<file path="config.mk">
export PLATFORM = sky130hd
export DESIGN_NAME = mem_port_arbiter_flat
export DESIGN_NICKNAME = d
export VERILOG_FILES = /design/src/rtl/mem_port_arbiter_if.sv /design/src/rtl/mem_port_arbiter.sv /design/src/flat_wrapper.sv
export SDC_FILE = /design/constraint.sdc
export NUM_CORES = 1
export LEC_CHECK = 0
export CORE_ASPECT_RATIO = 2
export CORE_MARGIN = 4
export CORE_UTILIZATION = 28
export CTS_CLUSTER_SIZE = 30
export DETAILED_ROUTE_END_ITERATION = 6
export DONT_BUFFER_PORTS = 1
export PLACE_DENSITY = 0.44
export SYNTH_ARGS = -nofsm -noshare
export SYNTH_HDL_FRONTEND = slang
export SYNTH_SLANG_ARGS = --single-unit
</file>
<file path="constraint.sdc">
create_clock -name clk -period 2.9 [get_ports clk]
set_clock_uncertainty 0.05 [all_clocks]
set_input_delay 0.725 -clock clk [delete_from_list [all_inputs] [get_ports clk]]
set_output_delay 0.725 -clock clk [all_outputs]
set_load 0.02 [all_outputs]
</file>
<file path="src/rtl/mem_port_arbiter_if.sv">
// Fetch, data and shared-memory signal bundle for mem_port_arbiter.
// slave = arbiter view; master = core + memory view.
interface mem_port_arbiter_if #(
  parameter int AW = 32,
  parameter int DW = 32
);
  logic          i_req;
  logic [AW-1:0] i_addr;
  logic [DW-1:0] i_rdata;
  logic          i_ack;
  logic          d_req;
  logic          d_we;
  logic [AW-1:0] d_addr;
  logic [DW-1:0] d_wdata;
  logic [DW-1:0] d_rdata;
  logic          d_ack;
  logic [AW-1:0] m_addr;
  logic [DW-1:0] m_wd;
  logic          m_we;
  logic          m_im;
  logic [DW-1:0] m_rd;

  modport slave (
    input  i_req, i_addr, d_req, d_we, d_addr, d_wdata, m_rd,
    output i_rdata, i_ack, d_rdata, d_ack, m_addr, m_wd, m_we, m_im
  );

  modport master (
    output i_req, i_addr, d_req, d_we, d_addr, d_wdata, m_rd,
    input  i_rdata, i_ack, d_rdata, d_ack, m_addr, m_wd, m_we, m_im
  );
endinterface

</file>
<file path="src/rtl/mem_port_arbiter.sv">
// Shares one single-port memory between fetch and data ports; ack + rdata two cycles after req is sampled.
// Define MEM_ARB_RR_EN for round-robin tie-break; otherwise data always wins ties.
module mem_port_arbiter #(
  parameter int AW = 32,
  parameter int DW = 32
) (
  input  logic              clk,
  input  logic              reset,
  mem_port_arbiter_if.slave bus,
  output logic              busy
);

  typedef enum logic [1:0] {IDLE, SERVE_I, SERVE_D, DONE} state_t;

  state_t        state;
  logic          i_ack_q;
  logic          d_ack_q;
  logic [DW-1:0] i_rdata_q;
  logic [DW-1:0] d_rdata_q;
  logic          tie_to_d;

  logic [AW-1:0] m_addr_c;
  logic [DW-1:0] m_wd_c;
  logic          m_we_c;
  logic          m_im_c;

`ifdef MEM_ARB_RR_EN
  logic last_d;
  assign tie_to_d = ~last_d;
`else
  assign tie_to_d = 1'b1;
`endif

  always_ff @(posedge clk or posedge reset) begin
    if (reset) begin
      state     <= IDLE;
      i_ack_q   <= 1'b0;
      d_ack_q   <= 1'b0;
      i_rdata_q <= '0;
      d_rdata_q <= '0;
`ifdef MEM_ARB_RR_EN
      last_d    <= 1'b0;
`endif
    end else begin
      case (state)
        IDLE: begin
          if (bus.d_req && (!bus.i_req || tie_to_d))
            state <= SERVE_D;
          else if (bus.i_req)
            state <= SERVE_I;
        end
        SERVE_I: begin
          i_rdata_q <= bus.m_rd;
          i_ack_q   <= 1'b1;
          state     <= DONE;
`ifdef MEM_ARB_RR_EN
          last_d    <= 1'b0;
`endif
        end
        SERVE_D: begin
          d_rdata_q <= bus.m_rd;
          d_ack_q   <= 1'b1;
          state     <= DONE;
`ifdef MEM_ARB_RR_EN
          last_d    <= 1'b1;
`endif
        end
        DONE: begin
          // The ack still high tells us who was just served; only the other port may chain.
          i_ack_q <= 1'b0;
          d_ack_q <= 1'b0;
          if (d_ack_q && bus.i_req)
            state <= SERVE_I;
          else if (i_ack_q && bus.d_req)
            state <= SERVE_D;
          else
            state <= IDLE;
        end
        default: state <= IDLE;
      endcase
    end
  end

  // Memory controls decode straight from the state register so reset kills m_we at once.
  always_comb begin
    m_addr_c = '0;
    m_wd_c   = '0;
    m_we_c   = 1'b0;
    m_im_c   = 1'b0;
    case (state)
      SERVE_I: begin
        m_addr_c = {bus.i_addr[AW-1:2], 2'b00};
        m_im_c   = 1'b1;
      end
      SERVE_D: begin
        m_addr_c = {bus.d_addr[AW-1:2], 2'b00};
        m_wd_c   = bus.d_wdata;
        m_we_c   = bus.d_we;
      end
      default: ;
    endcase
  end

  assign bus.m_addr  = m_addr_c;
  assign bus.m_wd    = m_wd_c;
  assign bus.m_we    = m_we_c;
  assign bus.m_im    = m_im_c;
  assign bus.i_ack   = i_ack_q;
  assign bus.d_ack   = d_ack_q;
  assign bus.i_rdata = i_rdata_q;
  assign bus.d_rdata = d_rdata_q;
  assign busy        = (state != IDLE);

  logic unused_addr_lsbs;
  assign unused_addr_lsbs = ^{bus.i_addr[1:0], bus.d_addr[1:0]};

endmodule

</file>
<file path="src/flat_wrapper.sv">
// flat-port wrapper written by rule: the top's interface ports become plain ports
module mem_port_arbiter_flat 
#(
  parameter int AW = 32,
  parameter int DW = 32
)
  (clk, reset, busy, bus_i_req, bus_i_addr, bus_d_req, bus_d_we, bus_d_addr, bus_d_wdata, bus_m_rd, bus_i_rdata, bus_i_ack, bus_d_rdata, bus_d_ack, bus_m_addr, bus_m_wd, bus_m_we, bus_m_im);
  mem_port_arbiter_if #(.AW(AW), .DW(DW)) bus_i ();
  input  logic clk;
  input  logic reset;
  output logic busy;
  input wire logic [$bits(bus_i.i_req)-1:0] bus_i_req;
  input wire logic [$bits(bus_i.i_addr)-1:0] bus_i_addr;
  input wire logic [$bits(bus_i.d_req)-1:0] bus_d_req;
  input wire logic [$bits(bus_i.d_we)-1:0] bus_d_we;
  input wire logic [$bits(bus_i.d_addr)-1:0] bus_d_addr;
  input wire logic [$bits(bus_i.d_wdata)-1:0] bus_d_wdata;
  input wire logic [$bits(bus_i.m_rd)-1:0] bus_m_rd;
  output wire logic [$bits(bus_i.i_rdata)-1:0] bus_i_rdata;
  output wire logic [$bits(bus_i.i_ack)-1:0] bus_i_ack;
  output wire logic [$bits(bus_i.d_rdata)-1:0] bus_d_rdata;
  output wire logic [$bits(bus_i.d_ack)-1:0] bus_d_ack;
  output wire logic [$bits(bus_i.m_addr)-1:0] bus_m_addr;
  output wire logic [$bits(bus_i.m_wd)-1:0] bus_m_wd;
  output wire logic [$bits(bus_i.m_we)-1:0] bus_m_we;
  output wire logic [$bits(bus_i.m_im)-1:0] bus_m_im;
  assign bus_i.i_req = bus_i_req;
  assign bus_i.i_addr = bus_i_addr;
  assign bus_i.d_req = bus_d_req;
  assign bus_i.d_we = bus_d_we;
  assign bus_i.d_addr = bus_d_addr;
  assign bus_i.d_wdata = bus_d_wdata;
  assign bus_i.m_rd = bus_m_rd;
  assign bus_i_rdata = bus_i.i_rdata;
  assign bus_i_ack = bus_i.i_ack;
  assign bus_d_rdata = bus_i.d_rdata;
  assign bus_d_ack = bus_i.d_ack;
  assign bus_m_addr = bus_i.m_addr;
  assign bus_m_wd = bus_i.m_wd;
  assign bus_m_we = bus_i.m_we;
  assign bus_m_im = bus_i.m_im;
  mem_port_arbiter #(.AW(AW), .DW(DW)) u_core (.clk(clk), .reset(reset), .bus(bus_i), .busy(busy));
endmodule
</file>
# [After elaboration in Yosys (flattened, before gate mapping)]
# Cells that the tools add are included.
[op_classes] n_eq_ne=4 n_reduce_logical=7 mux=11
[ops] cell="$pmux W32 S2" count=1
[ops] cell="$mux W32" count=1
[ops] cell="$mux W2" count=4
[ops] cell="$pmux W2 S3" count=1
[ops] cell="$reduce_bool A2 Y1" count=3
[ops] cell="$eq A2 B2 Y1 const B" count=2
[ops] cell="$pmux W1 S2" count=2
[ops] cell="$ne A3 B3 Y1 const B" count=1
[ops] cell="$eq A2 B1 Y1 const B" count=1
[ops] cell="$logic_and A1 B1 Y1" count=2
[ops] cell="$logic_not A2 Y1" count=1
[ops] cell="$mux W1" count=2
[ops] cell="$reduce_or A2 Y1" count=1
[totals] output_inout_bits=133 ff_bits=68

# [Longest topological paths before layout]
[logic_depth] word_depth=4 ltp_mapped=6 mapped_depth_nobuf=5

# [Least setup slack after synthesis]
# OpenSTA, ideal clock, no wires.
[synth_path] path_type="register -> output" start="register u_core.state[1]" end="output port bus_m_addr[6]" slack_ns=0.567 path_buffers=2 path_stages_with_launch=7 t_arrival_ns=1.558 cell_sequence="dfrtp_1 inv_1 ha_1 buf_6 buf_2 a22oi_1 nor2b_1"
[synth_between] elab_chain_cells=2 word_cells_on_any_way=3 cone_classes="eq/ne (2); mux (1)"
[synth_rtl] item="from (decl)" line="mem_port_arbiter.sv:15" source="state_t state;"
[synth_rtl] item="from (signal assigned)" line="mem_port_arbiter.sv:36" source="state <= IDLE;"
[synth_rtl] item="from (signal assigned)" line="mem_port_arbiter.sv:48" source="state <= SERVE_D;"
[synth_rtl] item="from (signal assigned)" line="mem_port_arbiter.sv:50" source="state <= SERVE_I;"
[synth_rtl] item="$eq A2 B2 Y1 / $eq A2 B1 Y1 (equally long branches)" line="mem_port_arbiter.sv:90" source="case (state)"
[synth_rtl] item="$pmux W32 S2 *" line="mem_port_arbiter.sv:90"
[synth_rtl] item="to (decl)" line="flat_wrapper.sv:23" source="output wire logic [$bits(bus_i.m_addr)-1:0] bus_m_addr;"
# Mark *: on every way between the ends. The rest lies on a longest branch, timed or not.

# [Final worst setup path]
[layout_path] start="register u_core.state[0]" end="output port bus_m_addr[29]"
# The elaborated chain is that of the path after synthesis.

==> metrics <==
outcome finished clean; Critical Path RT ~2100 ps; Yosys Warn Count 0; chip width approximately 86 um; fin crit share 0.953; largest net degree at the start of global routing 55; Die ar. approximately 14,000 um2; post-route insts no fill ~450; Clock Sinks 68; Pwr Density roughly 1600 nW/um2; total wire length between 9000 and 10,000 um; register area share after synthesis 0.495; critical setup path kind reg -> out; initial core utilization 0.285; final worst slack roughly 140 ps; GRT Util Overall 0.128; cell count after synthesis roughly 270; post-synthesis area per instance roughly 13 um2; Fin Setup TNS 0 ps; core footprint about 12,000 um2; layout cells sized above 1 0.404; Post-DP HPWL around 7800 um; final setup vio count 0; fmax approximately 360 MHz; Hold Path Class in -> async; first-pass GRT wire length 13,600 um; final hold vios 0; P_leak between 1.5 and 2 nW; Max Cap Viol 0; Critical R2R Launch u_core.state[0]$_DFFE_PP0P_; DR vias/cell about 5.0; Vias approximately 2.3k; Remaining Overflow, GRT 0; postcts setup bufs 0; Inserted Diodes 0; Placer Congestion between 0.7 and 0.8; Fill cells 1,193; vias in the first global route between 2k and 2.5k; DP Worst Slack 315 ps; worst reg-to-reg path cell count 4; Clock Root Buffer clkbuf_16; clock slew seen by the registers of the worst setup and hold paths ~60 ps; worst reg-to-reg setup slack 880 ps; drt first-iter violations 36; Die Ht approximately 160 um; area occupied by multi-input gates 1600 um2; # H-tree levels 3; Most Frequent Cell on Critical Path buf_4; cells along the critical path inv_1 -> ha_1 -> buf_4 -> a22oi_1 -> nor2b_1 -> buf_4; Sequential Area 1700 um2; worst vdd ir a little over 0.0006 V; synthesized cell area 3440 um2; # rows 57; Max Slew Vio Count 0; Netlist cell types 23; Clock Tree Buf Depth 2; clock tree from TritonCTS yes; CTS buffer count 9; crit path DAT slightly below 2000 ps; nets@finish between 400 and 500; PortBufs 0; post-route ant nets 0; Synth Register Bits 68; Worst-Skew Late Latency 320 ps; Final min period 2760 ps; CP Launch Type flip-flop; placed cells ~440; Worst setup EP type output pin; FF-to-FF End u_core.bus.d_rdata[9]$_DFFE_PP0N_; Remaining DRCs 0; final core utilization 0.347; Worst path max stage delay 440 ps; routed len/inst between 20 and 25 um; crit-path max FO 29; Crit-path slowest cell dfrtp_1; synthesis-to-finish area growth 21.7%; initial antenna violation count 0; I/O pins approximately 270; first-pass detailed-route iteration total 4
-- through the flow --
| stage | instance area, um2 | power [mW] | hold slack (ps) |
|---|---|---|---|
| floorplan | 3440 | 4.50 | 558 |
| global placement | 3780 | 5.22 | 538 |
| detailed placement | 3780 | 5.25 | 544 |
| CTS | 4150 | 6.64 | 185 |
| global route | 4180 | 6.97 | 195 |
| finish | 4180 | 6.58 | 192 |
-- cell families after synthesis --
| kind of cell | count (synthesis) | synth area share |
|---|---|---|
| AOI/OAI and AO/OA | 34 | 0.0761 |
| adders and majority gates | 7 | 0.0255 |
| buffers and inverters | 26 | 0.0510 |
| DFF | 68 | 0.495 |
| muxes | 64 | 0.221 |
| other | 1 | 0.00109 |
| and+or+nand+nor | 74 | 0.130 |
-- placed cells by master, fill, tap and decap left out, drive strengths merged --
cell type and n:
a22oi 30, clkinv 1, bufinv 4, inv 6
buf 38, a311oi 1, nand2b 1, clkbuf 9
a41oi 1, nand4 1, mux2 64, ha 7
or3b 1, o21ai 1, nand2 4, and2 33
nor2 4, nor2b 30, dfrtp 68, conb 2
o22ai 1
-- cell usage after synthesis --
| cell type | number | share of area |
|---|---|---|
| buf_6 | 7 | 0.023 |
| nor2b_1 | 30 | 0.055 |
| a311oi_1 | 1 | 0.0025 |
| nor2_1 | 4 | 0.0044 |
| nand4_1 | 1 | 0.0018 |
| nand2b_1 | 1 | 0.0018 |
| dfrtp_1 | 68 | 0.50 |
| nand2_1 | 4 | 0.0044 |
| o21ai_0 | 1 | 0.0015 |
| clkbuf_2 | 3 | 0.0044 |
| or3b_4 | 1 | 0.0033 |
| a41oi_2 | 1 | 0.0047 |
| buf_2 | 5 | 0.0073 |
| a22oi_1 | 30 | 0.066 |
| ha_1 | 7 | 0.025 |
| mux2_4 | 10 | 0.044 |
| and2_1 | 33 | 0.060 |
| inv_1 | 4 | 0.0044 |
| conb_1 | 1 | 0.0011 |
| mux2_2 | 54 | 0.18 |
| buf_4 | 4 | 0.0087 |
| o22ai_1 | 1 | 0.0018 |
| clkbuf_1 | 3 | 0.0033 |
-- worst max path at each step --
stage	from	endpoint	slack, ps	cells past startpoint
2_1_floorplan	reset	u_core.bus.d_ack$_DFFE_PP0P_	410	1
3_3_place_gp	u_core.state[1]$_DFFE_PP0P_	bus_m_addr[15]	350	3
3_5_place_dp	u_core.state[1]$_DFFE_PP0P_	bus_m_addr[15]	320	3
4_1_cts	u_core.state[0]$_DFFE_PP0P_	bus_m_addr[15]	80	4
5_1_grt	u_core.state[0]$_DFFE_PP0P_	bus_m_addr[17]	-8	6
6_report	u_core.state[0]$_DFFE_PP0P_	bus_m_addr[29]	140	6
-- layer usage --
metal	part of all wire	GRT usage	vias to the layer above
li1	-	-	994
met1	0.30	0.119	1096
met2	0.59	0.252	158
met3	0.084	0.0334	11
met4	0.020	0.0582	0
met5	0	0	-
-- cell type report --
class / count / share of cell area
clock inverters: 7 / 0.0350
multi-input cells: 181 / 0.383
repair buffers: 38 / 0.0742
flip-flops and latches: 68 / 0.407
well taps: 147 / 0.0440
inverters: 4 / 0.00359
clock buffers: 9 / 0.0538
-- what timing repair did --
action / in CTS / in global routing
hold buffers: 0 / 0
setup endpoints to repair: 1 / 1
resized for setup: 1 / 3
-- sequential cells by signal (all words and copies together) (netlist names) --
| name | count |
|---|---|
| u_core.bus.d_rdata | 32 |
| u_core.bus.d_ack | 1 |
| u_core.bus.i_rdata | 32 |
| u_core.bus.i_ack | 1 |
| u_core.state | 2 |
-- critical path: cells and delay by family, from the launching register on --
kind / cells / cell delay, ps
compound gates: 1 / 140
buf+inv: 3 / 710
flops: 1 / 440
fa+ha+maj: 1 / 220
simple gates: 1 / 140
-- power breakdown --
part,total [mW],internal [mW],switching [mW]
clock,1.35,0.934,0.420
sequential,2.45,1.45,1.00
combinational,2.78,1.37,1.41
total,6.58,3.75,2.83
(Power assumes the default switching activity.)
